[config.mk]
export PLATFORM = sky130hd
export DESIGN_NAME = game_draw_engine
export DESIGN_NICKNAME = d
export VERILOG_FILES = /design/src/rtl/game_draw_engine.sv
export SDC_FILE = /design/constraint.sdc
export NUM_CORES = 1
export LEC_CHECK = 0
export ABC_AREA = 1
export BUFFER_PORTS_ARGS = -buffer_cell sky130_fd_sc_hd__buf_2
export CORE_MARGIN = 2
export CORE_UTILIZATION = 53
export DETAILED_ROUTE_END_ITERATION = 8
export PLACE_DENSITY_LB_ADDON = 0.1
export REMOVE_ABC_BUFFERS = 1
export SYNTH_ARGS = -nofsm -noshare
export SYNTH_HDL_FRONTEND = slang
export SYNTH_SLANG_ARGS = --single-unit
export TNS_END_PERCENT = 10
[constraint.sdc]
create_clock -name clk -period 2.2 [get_ports clk]
set_input_delay 0.55 -clock clk [delete_from_list [all_inputs] [get_ports clk]]
set_output_delay 0.55 -clock clk [all_outputs]
set_load 0.01 [all_outputs]
[src/rtl/game_draw_engine.sv]
// game_draw_engine: one-pixel-per-clk background/gold/stone writer for vga_adapter; DRAW_SPRITE_ROUND_EN rounds sprite corners
module game_draw_engine #(
  parameter int         SCREEN_W     = 160,
  parameter int         SCREEN_H     = 120,
  parameter int         GOLD_SIZE    = 8,
  parameter int         STONE_SIZE   = 10,
  parameter logic [2:0] BG_COLOUR    = 3'b100,
  parameter logic [2:0] GOLD_COLOUR  = 3'b110,
  parameter logic [2:0] STONE_COLOUR = 3'b111,
  parameter int         DONE_HOLD    = 2
) (
  input  logic       clk,
  input  logic       reset,
  input  logic       enable_draw_background,
  input  logic       enable_draw_gold,
  input  logic       enable_draw_stone,
  input  logic [7:0] obj_x,
  input  logic [6:0] obj_y,
  output logic [7:0] vga_x,
  output logic [6:0] vga_y,
  output logic [2:0] vga_colour,
  output logic       vga_plot,
  output logic       draw_background_done,
  output logic       draw_gold_done,
  output logic       draw_stone_done,
  output logic       busy
);
  typedef enum logic [1:0] {IDLE, DRAW_BG, DRAW_OBJ, DONE} state_t;
  localparam logic [7:0] W_M1    = 8'(SCREEN_W - 1);
  localparam logic [6:0] H_M1    = 7'(SCREEN_H - 1);
  localparam logic [7:0] G_M1    = 8'(GOLD_SIZE - 1);
  localparam logic [7:0] S_M1    = 8'(STONE_SIZE - 1);
  localparam logic [7:0] HOLD_M1 = 8'(DONE_HOLD - 1);
  state_t state, state_n;
  logic [7:0] cnt_x, base_x, last_x, max_x, hold;
  logic [6:0] cnt_y, base_y, last_y, max_y;
  logic [2:0] colour, last_colour;
  logic [1:0] kind;
  logic [8:0] sum_x;
  logic [7:0] sum_y;
  logic drawing, last_px, clip, corner;
`ifdef DRAW_SPRITE_ROUND_EN
  logic [1:0] ex, ey;
  always_comb begin
    ex = (cnt_x == 8'd0 || cnt_x == max_x) ? 2'd0 : (cnt_x == 8'd1 || cnt_x == max_x - 8'd1) ? 2'd1 : 2'd2;
    ey = (cnt_y == 7'd0 || cnt_y == max_y) ? 2'd0 : (cnt_y == 7'd1 || cnt_y == max_y - 7'd1) ? 2'd1 : 2'd2;
    corner = state == DRAW_OBJ && ({1'b0, ex} + {1'b0, ey} <= 3'd1);
  end
`else
  assign corner = 1'b0;
`endif
  always_comb begin
    drawing    = state == DRAW_BG || state == DRAW_OBJ;
    max_x      = state == DRAW_BG ? W_M1 : kind == 2'd1 ? G_M1 : S_M1;
    max_y      = state == DRAW_BG ? H_M1 : max_x[6:0];
    sum_x      = state == DRAW_BG ? {1'b0, cnt_x} : {1'b0, base_x} + {1'b0, cnt_x};
    sum_y      = state == DRAW_BG ? {1'b0, cnt_y} : {1'b0, base_y} + {1'b0, cnt_y};
    last_px    = cnt_x == max_x && cnt_y == max_y;
    clip       = sum_x >= 9'(SCREEN_W) || sum_y >= 8'(SCREEN_H);
    vga_plot   = drawing && !clip && !corner;
    vga_x      = drawing ? sum_x[7:0] : last_x;
    vga_y      = drawing ? sum_y[6:0] : last_y;
    vga_colour = drawing ? colour : last_colour;
    busy       = state != IDLE;
    draw_background_done = state == DONE && kind == 2'd0;
    draw_gold_done       = state == DONE && kind == 2'd1;
    draw_stone_done      = state == DONE && kind == 2'd2;
    state_n = state == IDLE ? (enable_draw_background ? DRAW_BG :
                               (enable_draw_gold || enable_draw_stone) ? DRAW_OBJ : IDLE) :
              state == DONE ? (hold == HOLD_M1 ? IDLE : DONE) :
              last_px ? DONE : state;
  end
  always_ff @(posedge clk) begin
    if (reset) begin
      state       <= IDLE;
      cnt_x       <= '0;
      cnt_y       <= '0;
      base_x      <= '0;
      base_y      <= '0;
      kind        <= '0;
      colour      <= '0;
      hold        <= '0;
      last_x      <= '0;
      last_y      <= '0;
      last_colour <= '0;
    end else begin
      state <= state_n;
      if (state == IDLE && state_n != IDLE) begin
        cnt_x  <= '0;
        cnt_y  <= '0;
        hold   <= '0;
        base_x <= obj_x;
        base_y <= obj_y;
        kind   <= enable_draw_background ? 2'd0 : enable_draw_gold ? 2'd1 : 2'd2;
        colour <= enable_draw_background ? BG_COLOUR : enable_draw_gold ? GOLD_COLOUR : STONE_COLOUR;
      end else if (drawing) begin
        cnt_x       <= cnt_x == max_x ? 8'd0 : cnt_x + 8'd1;
        cnt_y       <= cnt_x == max_x ? cnt_y + 7'd1 : cnt_y;
        last_x      <= vga_x;
        last_y      <= vga_y;
        last_colour <= vga_colour;
      end else if (state == DONE) begin
        hold <= hold + 8'd1;
      end
    end
  end
endmodule
======== Word-level counts from Yosys, hierarchy flattened ========
Index checks and enable logic that the tools add are counted.
storage, ports and cells
  memories kept ........................... 0
  register bits ........................... 63
  memory bits (read-only) ................. 0
  word-level logic and storage cells ...... 65
  bits in writable memories ............... 0
  output and inout port bits .............. 23
  bits in latches ......................... 0
  input port bits ......................... 20
operators by class
  equality and inequality tests ........... 8
  muxes and demuxes ....................... 19
  bitwise gates (word level) .............. 2
  magnitude comparators ................... 2
  div/mod/pow operators ................... 0
  reduce and logical (&&, ||, !) cells .... 18
  shifts and indexed selects .............. 0
  $mul .................................... 0
  add/sub/neg operators ................... 5
operators by type and width
  cell                 count
  $mux 8               4
  $mux 2               9
  $add 8x1->8 const B  2
  $mux 7               2
  $add 8x8->9          1
  $ge 9x8->1 const B   1
  $mux 9               1
  $add 7x7->8          1
  $eq 8x1->1 const B   1
  $eq 8x8->1           1
  $ge 8x7->1 const B   1
  $add 7x1->7 const B  1
  $eq 7x7->1           1
  $eq 2x2->1 const B   3
  $logic_and 1x1->1    6
  $reduce_and 2->1     3
  $eq 2x1->1 const B   2
  $logic_not 2->1      2
  $mux 4               1
  $reduce_bool 2->1    2
  $logic_or 1x1->1     3
  $mux 3               1
  $not 1->1            2
  $reduce_or 2->1      1
  other kinds (2)      2

======== Logic depth before layout (Yosys ltp) ========
  depth in word-level cells ............... 13
  depth in mapped cells ................... 15
  gate-level depth less buffers ........... 14

======== Worst setup path before layout ========
OpenSTA, ideal clock, no wires.
  kind .................................... register to output
  from .................................... reg cnt_x[0]
  to ...................................... out vga_plot
  path buffers ............................ 0
  arrival time ............................ 1.640 ns
  required time ........................... 1.650 ns
  setup slack ............................. 0.010 ns
  cell stages (with the launch flop) ...... 15
  cell sequence ........................... dfxtp_1 > ha_1 > inv_1 > fa_1 > inv_1 > nand3_1 > nand3_1 > nand2_1 > nand2_1 > nand3_1 > nand2_1 > nand2_1 > nand2_1 > nand2_1 > inv_1
on the way
  cells in the longest elaborated chain, start to end .. 6
RTL lines
  element                 line  text
  from (decl)             35    logic [7:0] cnt_x, base_x, last_x, max_x, hold;
  from (signal assigned)  97    cnt_x <= cnt_x == max_x ? 8'd0 : cnt_x + 8'd1;
  $add 8x8->9             56    sum_x = state == DRAW_BG ? {1'b0, cnt_x} : {1'b0, base_x} + {1'b0, cnt_x};
  $mux 9 *                56
  $ge 9x8->1 *            59    clip = sum_x >= 9'(SCREEN_W) || sum_y >= 8'(SCREEN_H);
  $logic_or 1x1->1 *      59
  $logic_not 1->1 *       60    vga_plot = drawing && !clip && !corner;
  $logic_and 1x1->1 *     60
  to (decl)               22    output logic vga_plot,
Mark *: on every way between the ends. The rest lies on a longest branch, timed or not.

======== Worst setup path in the final report ========
  from .................................... reg base_y[0]
  to ...................................... out vga_plot
on the way
  cells in the longest elaborated chain, start to end .. 6
RTL lines
  element                 line  text
  from (decl)             36    logic [6:0] cnt_y, base_y, last_y, max_y;
  from (signal assigned)  93    base_y <= obj_y;
  $add 7x7->8             57    sum_y = state == DRAW_BG ? {1'b0, cnt_y} : {1'b0, base_y} + {1'b0, cnt_y};
  $mux 8                  57
  $ge 8x7->1              59
  $logic_or 1x1->1        59
  $logic_not 1->1         60
  $logic_and 1x1->1       60
No other way between the ends.

==> impl_metrics.csv <==
group,metric,value,unit
sta,finalCritPeriodShare,118,%
global_routing,antenna_found_initial,0,
final_layout,antenna_cells,0,
power_and_ir_drop,combPwrFrac,31.0,%
clock_tree,insertion_delay,0.34,ns
final_layout,syn_to_final_growth,25.8,%
yosys,synth_edf_count,0,
placed_design,port_buffers,42,
clock_tree,cts_sinks,62,
run_status,status,"finished, violations left",
routing,routed_wl,9800,µm
final_layout,nNetsFinal,661,
sta,slew_violations,0,
run_status,violations,"setup timing",
clock_tree,clkTransAtPathRegs,0.07,ns
flow_run,drv_cap,0,
power_and_ir_drop,p_sw,1.13,mW
clock_tree,cts_max_level,3,
worst_setup_path,cp-start-kind,"flop",
sta,fmax,0.384,GHz
power_and_ir_drop,switching_share,33.8,%
yosys,async_reset_ff_share,0,%
floorplan,design.core.area,0.00676,mm²
placed_design,dpl.hpwl,7020,µm
sta,period_needed,2.60,ns
final_layout,drive_gt1_share,24.4,%
global_routing,grt_max_degree,19,
floorplan,die_x,87.1,µm
power_and_ir_drop,power_density,725,mW/mm²
floorplan,rows,30,
routing,num_vias,3783,
yosys,synth_area,0.00366,mm²
clock_tree,cts-root-buf,"clkbuf_8",
floorplan,ios,43,
sta,report.final.hold_viol_count,0,
worst_setup_path,worst_ep_required_time,1.65,ns
yosys,yosys.area.top_type,"dfxtp_1",
worst_setup_path,critical_path.endpoint_type,"output port",
clock_tree,cts_buffer_depth,2,
routing,drc,0,
clock_tree,ctsHoldBuffers,0,
clock_tree,cts_tree,"done",
floorplan,die_h,87.1,µm
sta,fin_skew,0.00461,ns
placed_design,place_congestion,0.870,
sta,worstMarginPinSlew,0.532,ns
sta,setup_viol,14,
routing,initialDrtViolationCount,143,
yosys,yosysUniqueCellTypes,36,
yosys,synth_top_cell_area_share,33.9,%
final_layout,multiInputGateArea,0.00223,mm²
yosys,yosys_warnings,0,
yosys,synthTopCellsByArea,"dfxtp_1 34%, nand2_1 15%, ha_1 7.5%",
yosys,syn_area_per_cell,6.83,µm²
sta,grt_setup_unrepaired,"true",
floorplan,dieArea,0.00759,mm²
sta,max_slew_margin,64.5,%
routing,vias_per_cell,5.39,
worst_setup_path,path_class,"flop to output port",
yosys,synthCells,536,
global_routing,grt_pass1_wl,16100,µm
floorplan,start_util,54.2,%
final_layout,fillCellCount,618,
power_and_ir_drop,vdd_drop_max,0.000486,V
worst_hold_path,hold_class,"flop to flop",
global_routing,grt_pass1_vias,3612,
yosys,synth-main-ff-cell,"dfxtp_1",
sta,layout_setup_ws,-0.402,ns
power_and_ir_drop,power_frac_seq,38.4,%
global_routing,track_usage,27.0,%
final_layout,regArea,0.00125,mm²
worst_setup_path,cp_max_fo,3,
power_and_ir_drop,clkPwrFrac,30.6,%
routing,wl_per_cell,14.0,µm
yosys,ys_seq_area_share,33.9,%
sta,whs,0.447,ns
global_routing,grt-ovfl-total,0,
placed_design,dp_slack,-0.185,ns
clock_tree,cts_buffers,9,
routing,antenna_left,0,
worst_setup_path,arrival,2.05,ns
routing,drtPass1Iterations,6,
yosys,ys_ff_latch,62,
power_and_ir_drop,leakage,2.16,nW
power_and_ir_drop,internal-power,2.21,mW
==> critical path, stage by stage (launching register included) <==
cell and delay, ns:
dfxtp_2 0.34, ha_4 0.16, fa_2 0.39, nand2_2 0.08
nand2_1 0.05, nand2_1 0.06, nand3_1 0.07, nand2_1 0.10
nand2_1 0.06, o21ai_1 0.12, nand2_1 0.06, nand2_1 0.06
inv_1 0.03, buf_2 0.13
==> stage by stage <==
| step | utilization [%] | std cells | TNS (ns) | total power, mW | area, µm² |
|---|---|---|---|---|---|
| after floorplan | - | 518 | 0 | 1.84 | 3570 |
| after global placement | 62.0 | 681 | -0.221 | 2.22 | 4190 |
| after detailed placement | 62.0 | 681 | -0.550 | 2.24 | 4190 |
| after CTS | 67.1 | 698 | -3.93 | 3.34 | 4540 |
| after global routing | 68.2 | 702 | -5.71 | 3.55 | 4610 |
| final | 68.2 | 702 | -3.88 | 3.34 | 4610 |
==> flip-flops by register name, indices dropped and copies added, names as in the netlist <==
name	count
base_y	7
hold	8
kind	1
last_x	8
last_y	7
cnt_x	8
colour	3
cnt_y	7
state	2
base_x	8
last_colour	3
==> cells by family after synthesis <==
kind of cell	share of synthesized area [%]
simple gates	28.5
compound gates	15.8
buf+inv	9.60
flops	33.9
fa+ha+maj	8.61
xor+xnor	3.59
==> power by group through the flow <==
stage | Combinational [mW] | Clock (mW) | Sequential [mW]
after floorplan | 0.563 | 0 | 1.28
after global placement | 0.932 | 0 | 1.29
after detailed placement | 0.949 | 0 | 1.30
after CTS | 1.01 | 1.05 | 1.28
after global routing | 1.15 | 1.10 | 1.29
final | 1.04 | 1.02 | 1.28
==> layer usage <==
metal	track usage (%)	part of all wire, %	vias to the layer above
li1	-	-	1908
met1	32.2	43	1737
met2	44.8	48	102
met3	5.59	4.3	36
met4	15.5	4.5	0
met5	0	0	-
==> placed cells by master, fill, tap and decap left out, types with 10 or more instances in the layout <==
cell	count
o21ai_1	10
buf_4	44
xor2_1	11
nor2_1	34
dfxtp_1	52
buf_2	42
inv_1	59
nand2_1	142
dfxtp_2	10
clkbuf_8	11
o21ai_0	27
nand3_1	36
ha_1	13
a21oi_1	46
==> path summary, 6_finish.rpt <==
| path | slack, ns | endpoint | start | cells after the start |
|---|---|---|---|---|
| worst max-delay path | -0.40 | vga_plot | base_y[0] | 13 |
| worst max register to register | 0.23 | cnt_y[2] | state[1] | 9 |
| worst min-delay path | 0.45 | last_y[2] | last_y[2] | 2 |
| worst min register to register | 0.45 | last_y[2] | last_y[2] | 2 |
==> cells in the mapped netlist, types with 2 or more instances <==
library cell  count
o22ai_1           2
a211oi_1          2
nor2_2            2
inv_2             3
xor2_1           11
o21a_1            3
buf_6             2
ha_1             22
dfxtp_1          62
xnor2_1           4
nor2_1           34
nand4_1           3
nand2_1         147
inv_1            63
fa_1              2
nand3_1          41
nor3b_1           3
nand3b_1          2
buf_2             7
o211ai_1          7
o21ai_0          37
o21ai_1           2
nor3_1            9
clkbuf_1          7
a21oi_1          47
nor2_4            2
==> area by class of cell <==
class                   count  share of cell area [%]
clock buffers              12                    3.37
clock inverters             4                   0.977
inverters                  67                    5.67
multi-input cells         389                    48.3
flip-flops and latches     62                    27.2
well taps                  80                    2.17
repair buffers             88                    12.3
==> what timing repair did <==
| item | CTS | global route |
|---|---|---|
| pin swaps | 12 | 8 |
| gates resized for setup | 45 | 10 |
| endpoints found under the setup margin | 19 | 20 |
| setup buffers | 1 | 4 |
(Power assumes the default switching activity.)
